`config.mk`:
```
export PLATFORM = sky130hd
export DESIGN_NAME = ddr_frame_reader_flat
export DESIGN_NICKNAME = d
export VERILOG_FILES = /design/src/rtl/ddr_frame_reader_pkg.sv /design/src/rtl/ddr_frame_reader_if.sv /design/src/rtl/ddr_rd_fifo.sv /design/src/rtl/ddr_frame_reader.sv /design/src/flat_wrapper.sv
export SDC_FILE = /design/constraint.sdc
export NUM_CORES = 1
export LEC_CHECK = 0
export ABC_AREA = 1
export BUFFER_PORTS_ARGS = -buffer_cell sky130_fd_sc_hd__buf_4
export CORE_MARGIN = 8
export CORE_UTILIZATION = 60
export DETAILED_ROUTE_END_ITERATION = 6
export PLACE_DENSITY = 0.78
export SLEW_MARGIN = 20
export SYNTH_ARGS = -nofsm -noshare
export SYNTH_HDL_FRONTEND = slang
export SYNTH_SLANG_ARGS = --single-unit
```
`constraint.sdc`:
```
create_clock -name clk -period 8.9 [get_ports clk]
set_input_delay 2.225 -clock clk [delete_from_list [all_inputs] [get_ports clk]]
set_output_delay 2.225 -clock clk [all_outputs]
set_load 0.01 [all_outputs]
```
`src/rtl/ddr_frame_reader_pkg.sv`:
```
// Shared definitions for the DDR2 frame read path: default bus widths
// shared with the manager's read port and the reader FSM state encodings.
package ddr_frame_reader_pkg;

    localparam int ADDR_W_DEF = 25;
    localparam int DATA_W_DEF = 32;

    typedef logic [2:0] state_t;

    localparam logic [2:0] ST_IDLE  = 3'd0;
    localparam logic [2:0] ST_CHECK = 3'd1;
    localparam logic [2:0] ST_REQ   = 3'd2;
    localparam logic [2:0] ST_DRAIN = 3'd3;
    localparam logic [2:0] ST_DONE  = 3'd4;

endpackage

```
`src/rtl/ddr_frame_reader_if.sv`:
```
// Frame reader bus: read-command/read-data port towards the DDR2 manager
// plus the valid/ready output stream. master = reader, slave = environment.
interface ddr_frame_reader_if
    import ddr_frame_reader_pkg::*;
#(
    parameter int ADDR_W = ADDR_W_DEF,
    parameter int DATA_W = DATA_W_DEF
);
    logic              rd_req;
    logic [ADDR_W-1:0] rd_addr;
    logic              rd_ack;
    logic              rd_data_valid;
    logic [DATA_W-1:0] rd_data;
    logic              out_valid;
    logic [DATA_W-1:0] out_data;
    logic              out_ready;

    modport master (
        output rd_req, rd_addr,
        input  rd_ack, rd_data_valid, rd_data,
        output out_valid, out_data,
        input  out_ready
    );

    modport slave (
        input  rd_req, rd_addr,
        output rd_ack, rd_data_valid, rd_data,
        input  out_valid, out_data,
        output out_ready
    );
endinterface

```
`src/rtl/ddr_rd_fifo.sv`:
```
// Output FIFO with registered head. Ports: push/push_data in, pop in,
// head_valid/head_data out, count of resident entries, drop on push-at-full.
module ddr_rd_fifo #(
    parameter int DATA_W     = 32,
    parameter int FIFO_DEPTH = 16
) (
    input  logic                          clk,
    input  logic                          rst,
    input  logic                          push,
    input  logic [DATA_W-1:0]             push_data,
    input  logic                          pop,
    output logic                          head_valid,
    output logic [DATA_W-1:0]             head_data,
    output logic [$clog2(FIFO_DEPTH):0]   count,
    output logic                          drop
);
    localparam int PW = $clog2(FIFO_DEPTH);
    localparam int CW = PW + 1;

    logic [DATA_W-1:0] mem [FIFO_DEPTH];
    logic [PW-1:0]     wr_ptr;
    logic [PW-1:0]     rd_ptr;
    logic [PW-1:0]     rd_ptr_n;
    logic              pop_ok;
    logic              push_ok;
    logic [CW-1:0]     rest;
    logic [CW-1:0]     count_n;

    assign pop_ok   = pop && (count != '0);
    // A pop frees the slot in the same cycle, so push at full is legal then.
    assign push_ok  = push && ((count != CW'(FIFO_DEPTH)) || pop_ok);
    assign drop     = push && !push_ok;
    assign rest     = count - CW'(pop_ok);
    assign count_n  = rest + CW'(push_ok);
    assign rd_ptr_n = rd_ptr + PW'(pop_ok);

    always_ff @(posedge clk) begin
        if (push_ok) begin
            mem[wr_ptr] <= push_data;
        end
    end

    always_ff @(posedge clk or posedge rst) begin
        if (rst) begin
            wr_ptr     <= '0;
            rd_ptr     <= '0;
            count      <= '0;
            head_valid <= 1'b0;
            head_data  <= '0;
        end else begin
            wr_ptr     <= wr_ptr + PW'(push_ok);
            rd_ptr     <= rd_ptr_n;
            count      <= count_n;
            head_valid <= (count_n != '0);
            // Next head is either the incoming beat (FIFO otherwise empty)
            // or an entry already sitting in storage.
            if (push_ok && (rest == '0)) begin
                head_data <= push_data;
            end else if (rest != '0) begin
                head_data <= mem[rd_ptr_n];
            end
        end
    end
endmodule

```
`src/rtl/ddr_frame_reader.sv`:
```
// Fetches one frame from DDR2 as fixed-length read bursts, credit-limited
// by the output FIFO. Ports: clk/rst, start/busy/done/overflow, bus (master).
module ddr_frame_reader
    import ddr_frame_reader_pkg::*;
#(
    parameter int          ADDR_W      = ADDR_W_DEF,
    parameter int          DATA_W      = DATA_W_DEF,
    parameter int          BURST_LEN   = 4,
    parameter int          FRAME_WORDS = 153600,
    parameter int unsigned BASE_ADDR   = 0,
    parameter int          FIFO_DEPTH  = 16
) (
    input  logic               clk,
    input  logic               rst,
    input  logic               start,
    output logic               busy,
    output logic               done,
    output logic               overflow,
    ddr_frame_reader_if.master bus
);
    localparam int CW = $clog2(FIFO_DEPTH) + 1;
    localparam int UW = CW + 1;
    localparam int RW = $clog2(FRAME_WORDS + 1);
    localparam logic [ADDR_W-1:0] BASE = ADDR_W'(BASE_ADDR);

    state_t            state;
    logic [ADDR_W-1:0] addr;
    logic [RW-1:0]     remaining;
    logic [CW-1:0]     pending;
    logic [CW-1:0]     fifo_count;
    logic              fifo_drop;
    logic              ack;
    logic              ret;
    logic [UW-1:0]     used;
    logic              credit_ok;

    assign ack = (state == ST_REQ) && bus.rd_ack;
    // Unsolicited beats never drive pending below zero.
    assign ret = bus.rd_data_valid && (pending != '0);

    // Words already resident plus words still in flight must leave room
    // for a whole burst before the next command goes out.
    assign used      = UW'(fifo_count) + UW'(pending);
    assign credit_ok = (used + UW'(BURST_LEN)) <= UW'(FIFO_DEPTH);

    assign busy        = (state != ST_IDLE) && (state != ST_DONE);
    assign done        = (state == ST_DONE);
    assign bus.rd_req  = (state == ST_REQ);
    assign bus.rd_addr = addr;

    always_ff @(posedge clk or posedge rst) begin
        if (rst) begin
            state     <= ST_IDLE;
            addr      <= BASE;
            remaining <= '0;
        end else begin
            unique case (state)
                ST_IDLE: begin
                    if (start) begin
                        addr      <= BASE;
                        remaining <= RW'(FRAME_WORDS);
                        state     <= ST_CHECK;
                    end
                end
                ST_CHECK: begin
                    if (remaining == '0) begin
                        state <= ST_DRAIN;
                    end else if (credit_ok) begin
                        state <= ST_REQ;
                    end
                end
                ST_REQ: begin
                    if (bus.rd_ack) begin
                        addr      <= addr + ADDR_W'(BURST_LEN);
                        remaining <= remaining - RW'(BURST_LEN);
                        state     <= ST_CHECK;
                    end
                end
                ST_DRAIN: begin
                    if (pending == '0) begin
                        state <= ST_DONE;
                    end
                end
                ST_DONE: begin
                    state <= ST_IDLE;
                end
                default: begin
                    state <= ST_IDLE;
                end
            endcase
        end
    end

    always_ff @(posedge clk or posedge rst) begin
        if (rst) begin
            pending  <= '0;
            overflow <= 1'b0;
        end else begin
            pending <= pending + (ack ? CW'(BURST_LEN) : '0) - CW'(ret);
            if (fifo_drop) begin
                overflow <= 1'b1;
            end
        end
    end

    ddr_rd_fifo #(
        .DATA_W     (DATA_W),
        .FIFO_DEPTH (FIFO_DEPTH)
    ) u_fifo (
        .clk        (clk),
        .rst        (rst),
        .push       (bus.rd_data_valid),
        .push_data  (bus.rd_data),
        .pop        (bus.out_valid && bus.out_ready),
        .head_valid (bus.out_valid),
        .head_data  (bus.out_data),
        .count      (fifo_count),
        .drop       (fifo_drop)
    );
endmodule

```
`src/flat_wrapper.sv`:
```
// flat-port wrapper written by rule: the top's interface ports become plain ports
module ddr_frame_reader_flat import ddr_frame_reader_pkg::*;
#(
    parameter int          ADDR_W      = ADDR_W_DEF,
    parameter int          DATA_W      = DATA_W_DEF,
    parameter int          BURST_LEN   = 4,
    parameter int          FRAME_WORDS = 153600,
    parameter int unsigned BASE_ADDR   = 0,
    parameter int          FIFO_DEPTH  = 16
)
  (clk, rst, start, busy, done, overflow, bus_rd_req, bus_rd_addr, bus_rd_ack, bus_rd_data_valid, bus_rd_data, bus_out_valid, bus_out_data, bus_out_ready);
  ddr_frame_reader_if #(.ADDR_W(ADDR_W), .DATA_W(DATA_W)) bus_i ();
  input  logic clk;
  input  logic rst;
  input  logic start;
  output logic busy;
  output logic done;
  output logic overflow;
  output wire logic [$bits(bus_i.rd_req)-1:0] bus_rd_req;
  output wire logic [$bits(bus_i.rd_addr)-1:0] bus_rd_addr;
  input wire logic [$bits(bus_i.rd_ack)-1:0] bus_rd_ack;
  input wire logic [$bits(bus_i.rd_data_valid)-1:0] bus_rd_data_valid;
  input wire logic [$bits(bus_i.rd_data)-1:0] bus_rd_data;
  output wire logic [$bits(bus_i.out_valid)-1:0] bus_out_valid;
  output wire logic [$bits(bus_i.out_data)-1:0] bus_out_data;
  input wire logic [$bits(bus_i.out_ready)-1:0] bus_out_ready;
  assign bus_rd_req = bus_i.rd_req;
  assign bus_rd_addr = bus_i.rd_addr;
  assign bus_i.rd_ack = bus_rd_ack;
  assign bus_i.rd_data_valid = bus_rd_data_valid;
  assign bus_i.rd_data = bus_rd_data;
  assign bus_out_valid = bus_i.out_valid;
  assign bus_out_data = bus_i.out_data;
  assign bus_i.out_ready = bus_out_ready;
  ddr_frame_reader #(.ADDR_W(ADDR_W), .DATA_W(DATA_W), .BURST_LEN(BURST_LEN), .FRAME_WORDS(FRAME_WORDS), .BASE_ADDR(BASE_ADDR), .FIFO_DEPTH(FIFO_DEPTH)) u_core (.clk(clk), .rst(rst), .start(start), .busy(busy), .done(done), .overflow(overflow), .bus(bus_i));
endmodule
```
==> summary.md <==
| Metric | Value |
|---|---|
| Status | finished, final reports clean |
| Root Driver | clkbuf_16 |
| Top cells by area, synth | edfxtp_1, dfrtp_1, nand2_1, nor2_1, nand3_1 |
| Global routing usage on met3 | 5.18% |
| Worst-Skew Late Latency | 0.62 ns |
| Routed Wire Length | 66.1 mm |
| Yosys warnings | 0 |
| Number of flops mapped to enable cells by yosys | 512 |
| Leading area contributor after synthesis | edfxtp_1 |
| Layer with the highest usage | met2 |
| Pwr per Cell Area | 383 nW/um^2 |
| Nets@finish | 2635 |
| CTS tree | done |
| CTS Buf Count | 60 |
| Top-area cell type share of the netlist area | 58.6% |
| # H-tree levels | 2 |
| Post-Synth XOR/XNOR Area | 0.529% |
| Worst Path Required | 9.45 ns |
| Routed wire length per instance | 20.6 um |
| DRT antenna net count | 0 |
| Relative slew slack | 26.2% |
| Endpoints failing setup | 0 |
| Mux contribution to synthesized area | 0.0381% |
| Most used DFF post-synth | edfxtp_1 |
| Clk_skew | 0.0149 ns |
| Initial antenna violation count | 1 |
| DRC violations left | 0 |
| Clk buf depth | 3 |
| Top cells by count, synth | edfxtp_1, nand2_1, nor2_1 |
| Worst Setup End Kind | flop |
| Number of max-cap violations | 0 |
| FF+latch count, synth | 606 |
| Largest family of logic cells by synthesized area | simple AND/OR/NAND/NOR gates |
| Die X | 225 um |
| Final GP Congestion | 0.863 |
| Pre-Repair DR Iteration Count | 6 |
| Post-CTS Hold Buffers | 0 |
| Placed cells | 3093 |
| CP Capture Point | u_core.u_fifo.head_data[31]$_DFFE_PP0P_ |
| Final hold violation count | 0 |
| Gr ovfl total | 0 |
| Fin crit share | 62.8% |
| IO Count | 100 |
| Grt met1 use | 33.9% |
| Power Total | 11.3 mW |
| Post-Synth Adder-Cell Area | 1.34% |
| Post-CTS setup buffer count | 0 |
| Minimum clock period | 5.59 ns |
| Critical Path Start | bus_out_ready |
| Largest net degree at the start of global routing | 157 |
| Worst Setup Path Type | in -> reg |
| Worst-path clk slew | 0.06 ns |
| Slew Viols, Final | 0 |
| Sequential area share after synthesis | 67.5% |
| Global Route met2 Usage | 42.7% |
| CP Max Fanout | 66 |
| Row cnt | 76 |
| First-pass GRT wire length | 102 mm |
| RSZ-0062 raised after global routing | false |
| Gate Count Post-Synth | 2513 |
| Die H | 225 um |
| Startpoint types | input port |
| Fin cells | 3208 |
| Tot GR Track Use | 25.9% |
| Min-delay src | u_core.overflow$_DFFE_PP0P_ |
| Total core area | 43200 um^2 |
| Layout area overhead | 12.5% |
| Flop-to-flop setup slack | 4.37 ns |
| Syn avg cell area | 10.4 um^2 |
| Vias in the first global route | 18359 |
| Share of cells above drive strength 1 | 9.95% |
| Worst Path Arrival | 6.14 ns |
| Synth cell types | 43 |
| Peak supply drop | 0.250 mV |
| Synth Area in Compound Gates | 4.72% |
| CTS resizes | 0 |
| Initial Utilization | 60.8% |
| Count leader, synth | edfxtp_1 |
| Number of DRC markers in iteration 0 | 2366 |
| Detailed-route via count | 18914 |
| Fmax | 179 MHz |
| Capture point of the worst reg-to-reg path | u_core.u_fifo.head_data[31]$_DFFE_PP0P_ |
| Reg2reg start | u_core.u_fifo.count[2]$_DFF_PP0_ |
| Worst Reg-to-Reg Cells | 15 |
| I/O Buffers | 97 |
| Die area | 50700 um^2 |
| Post-Syn Area | 26300 um^2 |
| Vias per std cell | 5.90 |
| HPWL Detailed | 34.9 mm |
| Slew at the pin with the worst max-slew slack | 1.11 ns |
| Pleak | 11.7 nW |
| Asr flop ratio synth | 15.5% |
| Fraction of the mapped netlist area in simple logic gates | 21.0% |
| Setup TNS | 0 ns |
| Hold crit path type | reg -> reg |
| # clock sinks | 606 |
==> layer usage <==
metal / routed length [um] / vias up / share of wire, %
li1: - / 8629 / -
met1: 25600 / 9069 / 39
met2: 31800 / 1028 / 48
met3: 6550 / 188 / 9.9
met4: 2220 / 0 / 3.4
met5: 0 / - / 0
==> cell usage in the layout (no fill, tap or decap), drive strengths merged, types with 4 or more instances in the layout <==
cell    netlist  layout
xor2         10      10
inv         169     168
nand4        73      73
bufinv        0       7
o21ai       218     218
a21oi        14      14
nand3b        4       4
nor2        487     487
nand3       220     220
buf          90     129
clkinv        0      27
ha           25      25
dfrtp        94      94
xnor2         5       5
nor3         13      13
edfxtp      512     512
nand2       514     514
clkbuf       45      79
==> worst max-delay path: stages <==
cell and delay (ns):
buf_4 0.11, nand2_1 0.08, o21bai_1 0.12, inv_1 0.11
ha_4 0.18, ha_4 0.77, clkinv_2 0.95, buf_4 0.63
nor2_1 0.24, o21ai_0 0.12, nand3_1 0.11, nand3_1 0.07
nand2_1 0.08, nor2_1 0.06, nor2_1 0.08
==> cell families (layout without fill, tap and decap cells) <==
| kind of cell | Yosys count | count (layout) |
|---|---|---|
| compound gates | 243 | 243 |
| xor+xnor | 15 | 15 |
| fa+ha+maj | 27 | 27 |
| buf+inv | 304 | 412 |
| flops | 606 | 606 |
| mux | 1 | 1 |
| other cells | 1 | 3 |
| simple gates | 1316 | 1316 |
==> per-stage QoR <==
| step | utilization [%] | instance area [um^2] | hold WS [ns] | worst slack [ns] |
|---|---|---|---|---|
| CTS | 68.4 | 29500 | 0.463 | 3.44 |
| global placement | 63.7 | 27500 | 0.443 | 2.96 |
| detailed placement | 63.7 | 27500 | 0.450 | 2.83 |
| floorplan | - | 26300 | 0.469 | 4.10 |
| global route | 68.4 | 29500 | 0.489 | 3.17 |
| finish | 68.4 | 29500 | 0.456 | 3.31 |
==> final cells by class <==
cell class	instances	area, um^2
repair buffers	129	968
clock inverters	35	357
multi-input cells	1604	7440
fillers	3056	13600
inverters	169	646
well taps	585	732
clock buffers	79	1660
diodes	1	2.50
flip-flops and latches	606	17700
==> worst min path at each step <==
stage                     cells after the start                              end  slack, ns
after floorplan                               1  u_core.remaining[4]$_DFFE_PP0P_       0.47
after global placement                        1      u_core.overflow$_DFFE_PP0P_       0.44
after detailed placement                      1      u_core.overflow$_DFFE_PP0P_       0.45
after CTS                                     1      u_core.overflow$_DFFE_PP0P_       0.46
after global routing                          1      u_core.overflow$_DFFE_PP0P_       0.49
final                                         1      u_core.overflow$_DFFE_PP0P_       0.46
==> flip-flops by register name, summed over array words and instances (netlist names) <==
signal / flops
u_core.bus.rd_addr: 23
u_core.overflow: 1
u_core.u_fifo.rd_ptr: 4
u_core.u_fifo.head_data: 32
u_core.state: 3
u_core.u_fifo.count: 5
u_core.u_fifo.mem: 512
u_core.u_fifo.wr_ptr: 4
u_core.remaining: 16
u_core.pending: 5
u_core.u_fifo.head_valid: 1
==> power breakdown <==
part | internal [mW] | total, mW | switching (mW)
logic | 1.49 | 5.03 | 3.54
registers | 3.51 | 3.72 | 0.203
clock network | 1.51 | 2.56 | 1.05
Note: power is estimated with default switching activity, not from simulation.
